**src/rtl/prio_encoder_q.sv**
```systemverilog
// Registered N-to-log2(N) request encoder with pending capture and valid/ready hold.
// Define PRIO_ENC_RR_EN for round-robin selection; the default is fixed highest-index priority.
module prio_encoder_q #(
  parameter int N = 8,
  parameter int W = 3
) (
  input  logic         iClk,
  input  logic         iRst,
  input  logic [N-1:0] iReq,
  input  logic         iReady,
  input  logic         iClrDrop,
  output logic         oValid,
  output logic [W-1:0] oData,
  output logic [N-1:0] oPending,
  output logic         oDrop
);

  typedef enum logic {IDLE, HOLD} state_t;

  state_t       state, state_nxt;
  logic [N-1:0] pend;
  logic [N-1:0] clr;
  logic [N-1:0] cand;
  logic [W-1:0] sel;
  logic         hs;

  assign oValid   = (state == HOLD);
  assign oPending = pend;
  assign hs       = oValid & iReady;

  always_comb begin
    clr = '0;
    for (int unsigned i = 0; i < N; i++) clr[i] = hs && (oData == W'(i));
  end

`ifdef PRIO_ENC_RR_EN
  logic [W-1:0] last;
  logic [N-1:0] below;

  // Indices below last are searched first (descending); if none, wrap to the top.
  always_comb begin
    below = '0;
    for (int unsigned i = 0; i < N; i++) below[i] = (W'(i) < last);
    cand = pend & below;
    if (cand == '0) cand = pend;
  end

  always_ff @(posedge iClk or posedge iRst) begin
    if (iRst)    last <= '0;
    else if (hs) last <= oData;
  end
`else
  always_comb cand = pend;
`endif

  always_comb begin
    sel = '0;
    for (int unsigned i = 0; i < N; i++) begin
      if (cand[i]) sel = W'(i);
    end
  end

  always_comb begin
    state_nxt = state;
    case (state)
      IDLE: if (pend != '0) state_nxt = HOLD;
      HOLD: if (iReady)     state_nxt = IDLE;
    endcase
  end

  always_ff @(posedge iClk or posedge iRst) begin
    if (iRst) state <= IDLE;
    else      state <= state_nxt;
  end

  // A request on the bit being accepted re-arms it without counting as a drop.
  always_ff @(posedge iClk or posedge iRst) begin
    if (iRst) begin
      pend  <= '0;
      oData <= '0;
      oDrop <= 1'b0;
    end else begin
      pend  <= (pend & ~clr) | iReq;
      oDrop <= (|(iReq & pend & ~clr)) | (oDrop & ~iClrDrop);
      if (state == IDLE && pend != '0) oData <= sel;
    end
  end

endmodule

```
**config.mk**
```make
export PLATFORM = sky130hd
export DESIGN_NAME = prio_encoder_q
export DESIGN_NICKNAME = d
export VERILOG_FILES = /design/src/rtl/prio_encoder_q.sv
export SDC_FILE = /design/constraint.sdc
export NUM_CORES = 1
export LEC_CHECK = 0
export CORE_MARGIN = 4
export CORE_UTILIZATION = 42
export DETAILED_ROUTE_END_ITERATION = 6
export PLACE_DENSITY = 0.77
export SLEW_MARGIN = 0
export SYNTH_ARGS = -nofsm -noshare
export SYNTH_HDL_FRONTEND = slang
export SYNTH_SLANG_ARGS = --single-unit
```
**constraint.sdc**
```tcl
create_clock -name iClk -period 1.75 [get_ports iClk]
set_clock_uncertainty 0.2 [all_clocks]
set_input_delay 0.35 -clock iClk [delete_from_list [all_inputs] [get_ports iClk]]
set_output_delay 0.35 -clock iClk [all_outputs]
set_load 0.005 [all_outputs]
```
Yosys cells after proc, flatten, opt, wreduce, memory -nomap -nowiden. Index checks and enable logic that the tools add are counted.

Eq/ne operators: 7. Multiplexer cells: 10. Bitwise operators: 10. Reductions and logical operators: 12.

Operators by type and width (count): 8-bit bitwise AND (3); 3-bit 2-to-1 mux (6); 3-bit equality test, second input constant (4); 1-bit logical AND (9); 8-bit NOT (1); 8-bit OR (1); 8-bit nonzero test (1); 8-bit OR reduction (1); 3-bit by 2-bit equality test with 1-bit output, second input constant (2); 3-bit by 1-bit equality test with 1-bit output, second input constant (1); 3-bit logical NOT (1); 1-bit 2-to-1 mux (3); 1-bit bitwise AND (2); 1-bit NOT (2); 1-bit case mux with 2 select lines (1); 1-bit OR (1).

Flip-flop bits (word level): 13. Bits of input ports: 12. Output and inout port bits: 13. Word-level logic and storage cells: 43.

Logic depth before layout (Yosys ltp). Gate-level depths: netlist of the first run.

Word-level depth: 7. Mapped depth: 5. Mapped depth without buffers: 4.

Least setup slack after synthesis of the first run. OpenSTA, ideal clock, no wires.

Path type: register -> register. Start point: register oData[0]. End point: register oDrop. Library setup time: 135 ps. Arrival time: 1199 ps. Required time: 1415 ps. Path slack: 215 ps. Cell stages (with the launch flop): 6. Buffers on the path: 1. Clock period less this slack: 1535 ps. Cell sequence: dfrtp_1 and3b_1 buf_4 a21oi_1 a2111oi_2 nand4_1.

Longest elaborated chain between the ends: 6. Elaborated cells on any way between the ends: 20. Classes of those cells: 7 x eq/ne; 3 x bitwise; 10 x reduce/logical.

Ends and longest elaborated chain: start: declaration (RTL line 13) `output logic [W-1:0] oData,`; start signal: assignment (RTL line 85) `if (state == IDLE && pend != '0) oData <= sel;`; 3-bit by 1-bit equality test with 1-bit output (tied with other cells) (RTL line 33) `for (int unsigned i = 0; i < N; i++) clr[i] = hs && (oData == W'(i));`; 1-bit logical AND (RTL line 33); 8-bit NOT (*) (RTL line 84) `oDrop <= (|(iReq & pend & ~clr)) | (oDrop & ~iClrDrop);`; 8-bit bitwise AND (*) (RTL line 84); 8-bit OR reduction (*) (RTL line 84); 1-bit OR (*) (RTL line 84); end signal: assignment (RTL line 84); end: declaration (RTL line 15) `output logic oDrop`.

Every way passes the cells marked *; elsewhere a longest branch is shown, timed or not. A chain may end at the register's enable or synchronous reset.

Worst setup path in the final report of the first run.
Start point: input iReady. End point: register oDrop.

Longest elaborated chain between the ends: 6. Elaborated cells on any way between the ends: 13. Classes of those cells: 4 x bitwise; 9 x reduce/logical.

Ends and longest elaborated chain: start: declaration (RTL line 10) `input logic iReady,`; 1-bit bitwise AND (*) (RTL line 29) `assign hs = oValid & iReady;`; 1-bit logical AND (RTL line 33); 8-bit NOT (*) (RTL line 84); 8-bit bitwise AND (*) (RTL line 84); 8-bit OR reduction (*) (RTL line 84); 1-bit OR (*) (RTL line 84).

Marked as above.

==> impl_metrics.json, run 1 <==
{
  "peakVddDrop_uv": 657,
  "die_x_um": 47.7,
  "drt-total-wl_um": 2020,
  "syn-num-nets": 83,
  "grt_pass1_wl_um": 2920,
  "cts_buffers": 3,
  "cp-start-kind": "primary input",
  "dp_hpwl_um": 1300,
  "drtAntennaViolNets": 0,
  "wl_per_cell_um": 15.9,
  "grt_util_all_layers": 0.192,
  "cts_sinks": 13,
  "final_util": 0.714,
  "core_region_area_um2": 1510,
  "h-tree-depth": 1,
  "tns_ns": 0,
  "diodes": 0,
  "hp-class": "in2async",
  "finalCritPeriodShare": 0.987,
  "finalHoldViolCount": 0,
  "power_density_nw_per_um2": 969,
  "syn_to_final_growth_pct": 62.3,
  "cts_hold_repair.buffers": 0,
  "endpoint_kind": "flip-flop",
  "yosys_most_used_dff": "dfrtp_1",
  "r2r-start": "oPending[4]",
  "leakagePower_uw": 0.000434,
  "finalPower_uw": 1040,
  "pin_count": 25,
  "die_h_um": 47.7,
  "max_slew_margin": 0.648,
  "yosysSeqAreaShare": 0.491,
  "synth_cells": 71,
  "cts_tree": "built",
  "drc_errors": 0,
  "pre_cts_ws_ns": -0.321,
  "netlist_area_um2": 663,
  "synth_cell_types": 26,
  "avgSynthCellArea_um2": 9.34,
  "worstSetupPathType": "in2reg",
  "detail_route.iter0.violations": 34,
  "synth-edff-count": 0,
  "insertion_delay_ns": 0.28,
  "fin_ws_ns": 0.0225,
  "layout.nets": 124,
  "worstSetupStartpoint": "iReady",
  "cp_max_fo": 4,
  "r2r_setup_slack_ns": 0.08,
  "place_congestion": 0.824,
  "post-route-min-period_ns": 1.73,
  "port_buffers": 24,
  "slew_viol_final": 0,
  "setup_viol": 0,
  "grt_start_max_net_pins": 14,
  "fillers": 120,
  "clock_path_buffers": 2,
  "ys_ff_latch": 13,
  "drv_cap": 0,
  "crit_arrival_ns": 1.68,
  "dr.pass1.iters": 4,
  "dp.cells": 113,
  "fmax_ghz": 0.579,
  "async_flop_share": 1.00,
  "vias": 728,
  "drive_gt1_frac": 0.270,
  "final_cells": 127,
  "grt_pass1_vias": 698,
  "rows": 14,
  "initial_core_util": 0.440,
  "rsz0062_at_grt": "false",
  "required_ns": 1.70,
  "dieArea_um2": 2280,
  "antenna_found_initial": 0,
  "status": "completed",
  "ys_warn_count": 0,
  "viasPerCell": 5.73,
  "overflow": 0,
  "cts-root-buf": "clkbuf_4",
  "worst_slew_pin_slew_ns": 0.527,
  "cts.reportedPaths.clkPinSlew_ns": 0.08
}
[layout make-up]
class	instances	area (um2)	share of cell area
Clock buffer	4	26.3	0.0244
Inverter	5	18.8	0.0174
Multi-Input combinational cell	51	324	0.301
Sequential cell	13	328	0.305
Tap cell	16	20.0	0.0186
Timing Repair Buffer	38	359	0.334
[sequential cells by signal, summed over array words and instances, names as in the netlist]
name      cells
oPending      8
oData         3
oDrop         1
oValid        1
[logic make-up after synthesis]
family                 share of synthesized area
and+or+nand+nor                            0.219
AOI/OAI and AO/OA                          0.234
DFF                                        0.491
buffers and inverters                     0.0566
[per-layer routing]
layer | part of all wire | up-vias | track usage
met4 | 0.028 | 0 | 0.134
met2 | 0.52 | 40 | 0.327
met5 | 0 | - | 0
li1 | - | 332 | -
met3 | 0.070 | 6 | 0.0526
met1 | 0.38 | 350 | 0.200
[critical path, stage by stage]
cell	delay, ns
clkdlybuf4s50_1	0.50
and3_4	0.22
a31oi_1	0.10
a2111oi_2	0.36
nand4_1	0.13
[synthesized netlist by cell type (2+ instances only)]
cell     count  area share
nor2_1       5       0.028
dfrtp_1     13        0.49
o21ai_0      2       0.015
a31oi_1      2       0.019
nor3_1       2       0.015
a21oi_1      5       0.038
nand3_1      4       0.030
nand2_1      9       0.051
a21o_1       7       0.079
inv_1        5       0.028
nor4_1       2       0.019
[path summary, 6_finish.rpt]
kind,depth (start not counted),end
worst max-delay path,5,oDrop
worst min-delay path,2,oData[2]
worst max register to register,4,oValid
worst min register to register,2,oData[1]
max in group asynchronous,2,oData[1]
min in group iClk,2,oData[1]
[cell usage in the layout (no fill, tap or decap), drive strengths merged, types with 2 or more instances in the layout]
cell           Yosys  final
a21o               8      8
a21oi              6      6
a31oi              2      2
buf                2     14
clkbuf             0      4
clkdlybuf4s50      0     17
dfrtp             13     13
dlymetal6s2s       0      6
inv                5      5
nand2              9      9
nand3              4      4
nor2               5      5
nor3               2      2
nor4               2      2
o21ai              2      2
[through the flow]
stage,instance area [um2],hold WS (ns)
finish,1080,0.197
global route,1080,0.236
CTS,1040,0.215
detailed placement,935,0.355
global placement,935,0.338
floorplan,663,0.0270
[power by group]
part	switching, uW	leakage [uW]	internal (uW)	total [uW]
combinational	186	0.000299	257	443
sequential	56.4	0.000120	352	409
clock	103	0.0000150	88.4	191
[repair_timing]
action / in CTS / in global routing
endpoints found under the setup margin: 11 / 10
pin swaps: 0 / 2
buffers inserted: 10 / 0
gates resized for setup: 4 / 12
endpoints found under the hold margin: 0 / 0
Power figures use the tool's default switching activity.
==> inputs of run 2 (changes only) <==
ABC_CLOCK_PERIOD_IN_PS = 1750   (was not set)
GPL_TIMING_DRIVEN = 0   (was not set)
==> run 2 against run 1 <==
Net effect: register-to-register slack is essentially flat; critical endpoint is now oValid; die area is the same; sequential cell count is the same; worst setup slack gained 0.020 ns; worst hold slack gained 0.0043 ns; fmax grew 1.2%; largest power group unchanged; critical path type is now reg2out; via count shrank 8.4%; sequential share of layout area grew 0.43 points; power grew 0.61%.
==> impl_metrics.json, run 2 (same netlist as run 1, synthesis figures left out) <==
{
  "r2r_setup_slack_ns": 0.09,
  "status": "completed",
  "cp_max_fo": 2,
  "pwr-share-seq": 0.368,
  "die_x_um": 47.7,
  "drc_errors": 0,
  "final_cells": 125,
  "reg2regPathDepth": 6,
  "antenna_found_initial": 0,
  "power_density_nw_per_um2": 989,
  "combPwrFrac": 0.449,
  "peakVddDrop_uv": 569,
  "dieArea_um2": 2280,
  "wl_per_cell_um": 13.5,
  "pin_count": 25,
  "dr.pass1.iters": 4,
  "syn_to_final_growth_pct": 60.0,
  "finalHoldViolCount": 0,
  "crit_path_end": "oValid",
  "h-tree-depth": 1,
  "layout.nets": 122,
  "dp_hpwl_um": 1170,
  "hp-class": "in2async",
  "drive_gt1_frac": 0.248,
  "grt_start_max_net_pins": 14,
  "critPathBufInv": 1,
  "leakagePower_uw": 0.000434,
  "setup_viol": 0,
  "dp.cells": 111,
  "final_common_cell": "clkdlybuf4s50_1",
  "most-common-layout-cells": "clkdlybuf4s50_1 (21), dfrtp_1 (11), buf_4 (10)",
  "initial_core_util": 0.440,
  "cp-start-kind": "flip-flop",
  "grt_util_all_layers": 0.168,
  "grt_pass1_wl_um": 2560,
  "clockPowerShare": 0.183,
  "cts_sinks": 13,
  "slew_viol_final": 0,
  "worstSetupPathType": "reg2out",
  "vias": 667,
  "netSwitchingFraction": 0.319,
  "viasPerCell": 5.34,
  "fillers": 117,
  "rows": 14,
  "cts_buffers": 3,
  "endpoint_kind": "output port",
  "post-route-min-period_ns": 1.71,
  "core_region_area_um2": 1510,
  "cp.depth": 1,
  "drt-total-wl_um": 1690,
  "largest_reg_flops": 8,
  "insertion_delay_ns": 0.28,
  "place_congestion": 0.794,
  "crit_arrival_ns": 1.16,
  "r2r-end": "oDrop",
  "p_int_uw": 715,
  "port_buffers": 24,
  "fin_ws_ns": 0.0424,
  "crit_slowest_cell": "clkdlybuf4s50_1",
  "drtAntennaViolNets": 0,
  "max_slew_margin": 0.655,
  "detail_route.iter0.violations": 9,
  "finalCritPeriodShare": 0.976,
  "clock_path_buffers": 2,
  "diodes": 0,
  "max_stage_delay_ns": 0.50,
  "drv_cap": 0,
  "pre_cts_ws_ns": -0.269,
  "worstSetupStartpoint": "oValid",
  "die_h_um": 47.7,
  "multiInputGateArea_um2": 327,
  "fmax_ghz": 0.586,
  "r2r-start": "oValid",
  "required_ns": 1.20,
  "worst_slew_pin_slew_ns": 0.518,
  "cts_tree": "built",
  "seqCellArea_um2": 328,
  "cp_top_family": "buffers and inverters",
  "path_cells": "clkdlybuf4s50_1",
  "cts-root-buf": "clkbuf_4",
  "overflow": 0,
  "rsz0062_at_grt": "true",
  "grt_pass1_vias": 608,
  "power.switching_uw": 334,
  "cts.reportedPaths.clkPinSlew_ns": 0.08
}
## run 2: per-stage QoR
stage	total power [uW]	setup TNS [ns]	area (um2)	util	hold WS (ns)
floorplan	603	0	663	-	0.0270
global placement	766	-0.277	923	0.613	0.330
detailed placement	776	-0.307	923	0.613	0.334
CTS	1030	0	1030	0.681	0.214
global route	1120	-0.0127	1060	0.704	0.226
finish	1050	0	1060	0.704	0.201
## run 2: routing by layer
metal | track usage | wire length (um) | up-vias | part of all wire
met4 | 0.0806 | 37 | 0 | 0.022
met1 | 0.205 | 715 | 314 | 0.42
met2 | 0.272 | 841 | 17 | 0.50
li1 | - | - | 331 | -
met5 | 0 | 0 | - | 0
met3 | 0.0451 | 92 | 5 | 0.055
## run 2: worst reg2reg max path: cells and delay by family, from the launching register on
family / cells / cell delay (ns)
AND/OR/NAND/NOR: 2 / 0.28
flip-flops: 1 / 0.37
buffers and inverters: 2 / 0.24
AO/OA/AOI/OAI: 2 / 0.44
## run 2: layout make-up
class / instances / share of cell area
Inverter: 5 / 0.0177
Buffer: 2 / 0.0177
Multi-Input combinational cell: 51 / 0.308
Tap cell: 16 / 0.0189
Clock buffer: 4 / 0.0248
Sequential cell: 13 / 0.309
Timing Repair Buffer: 34 / 0.304
## run 2: power groups by stage
| stage | Clock [uW] | Combinational, uW | Sequential [uW] |
|---|---|---|---|
| floorplan | 0 | 186 | 417 |
| global route | 207 | 517 | 392 |
| detailed placement | 0 | 347 | 429 |
| global placement | 0 | 342 | 425 |
| CTS | 197 | 447 | 381 |
| finish | 192 | 471 | 386 |
## run 2: how the worst min path moves through the flow
stage | start | to
after floorplan | iRst | oData[0]
after detailed placement | oPending[0] | oPending[0]
final | iRst | oPending[2]
after global placement | oPending[0] | oPending[0]
after global routing | iReady | oValid
after CTS | iRst | oPending[2]
## run 2: what timing repair did
| action | 4_1_cts | 5_1_grt |
|---|---|---|
| gates resized for setup | 3 | 8 |
| pin swaps | 0 | 2 |
| setup endpoints to repair | 11 | 5 |
| hold buffers | 0 | 0 |
| buffers inserted | 10 | 0 |
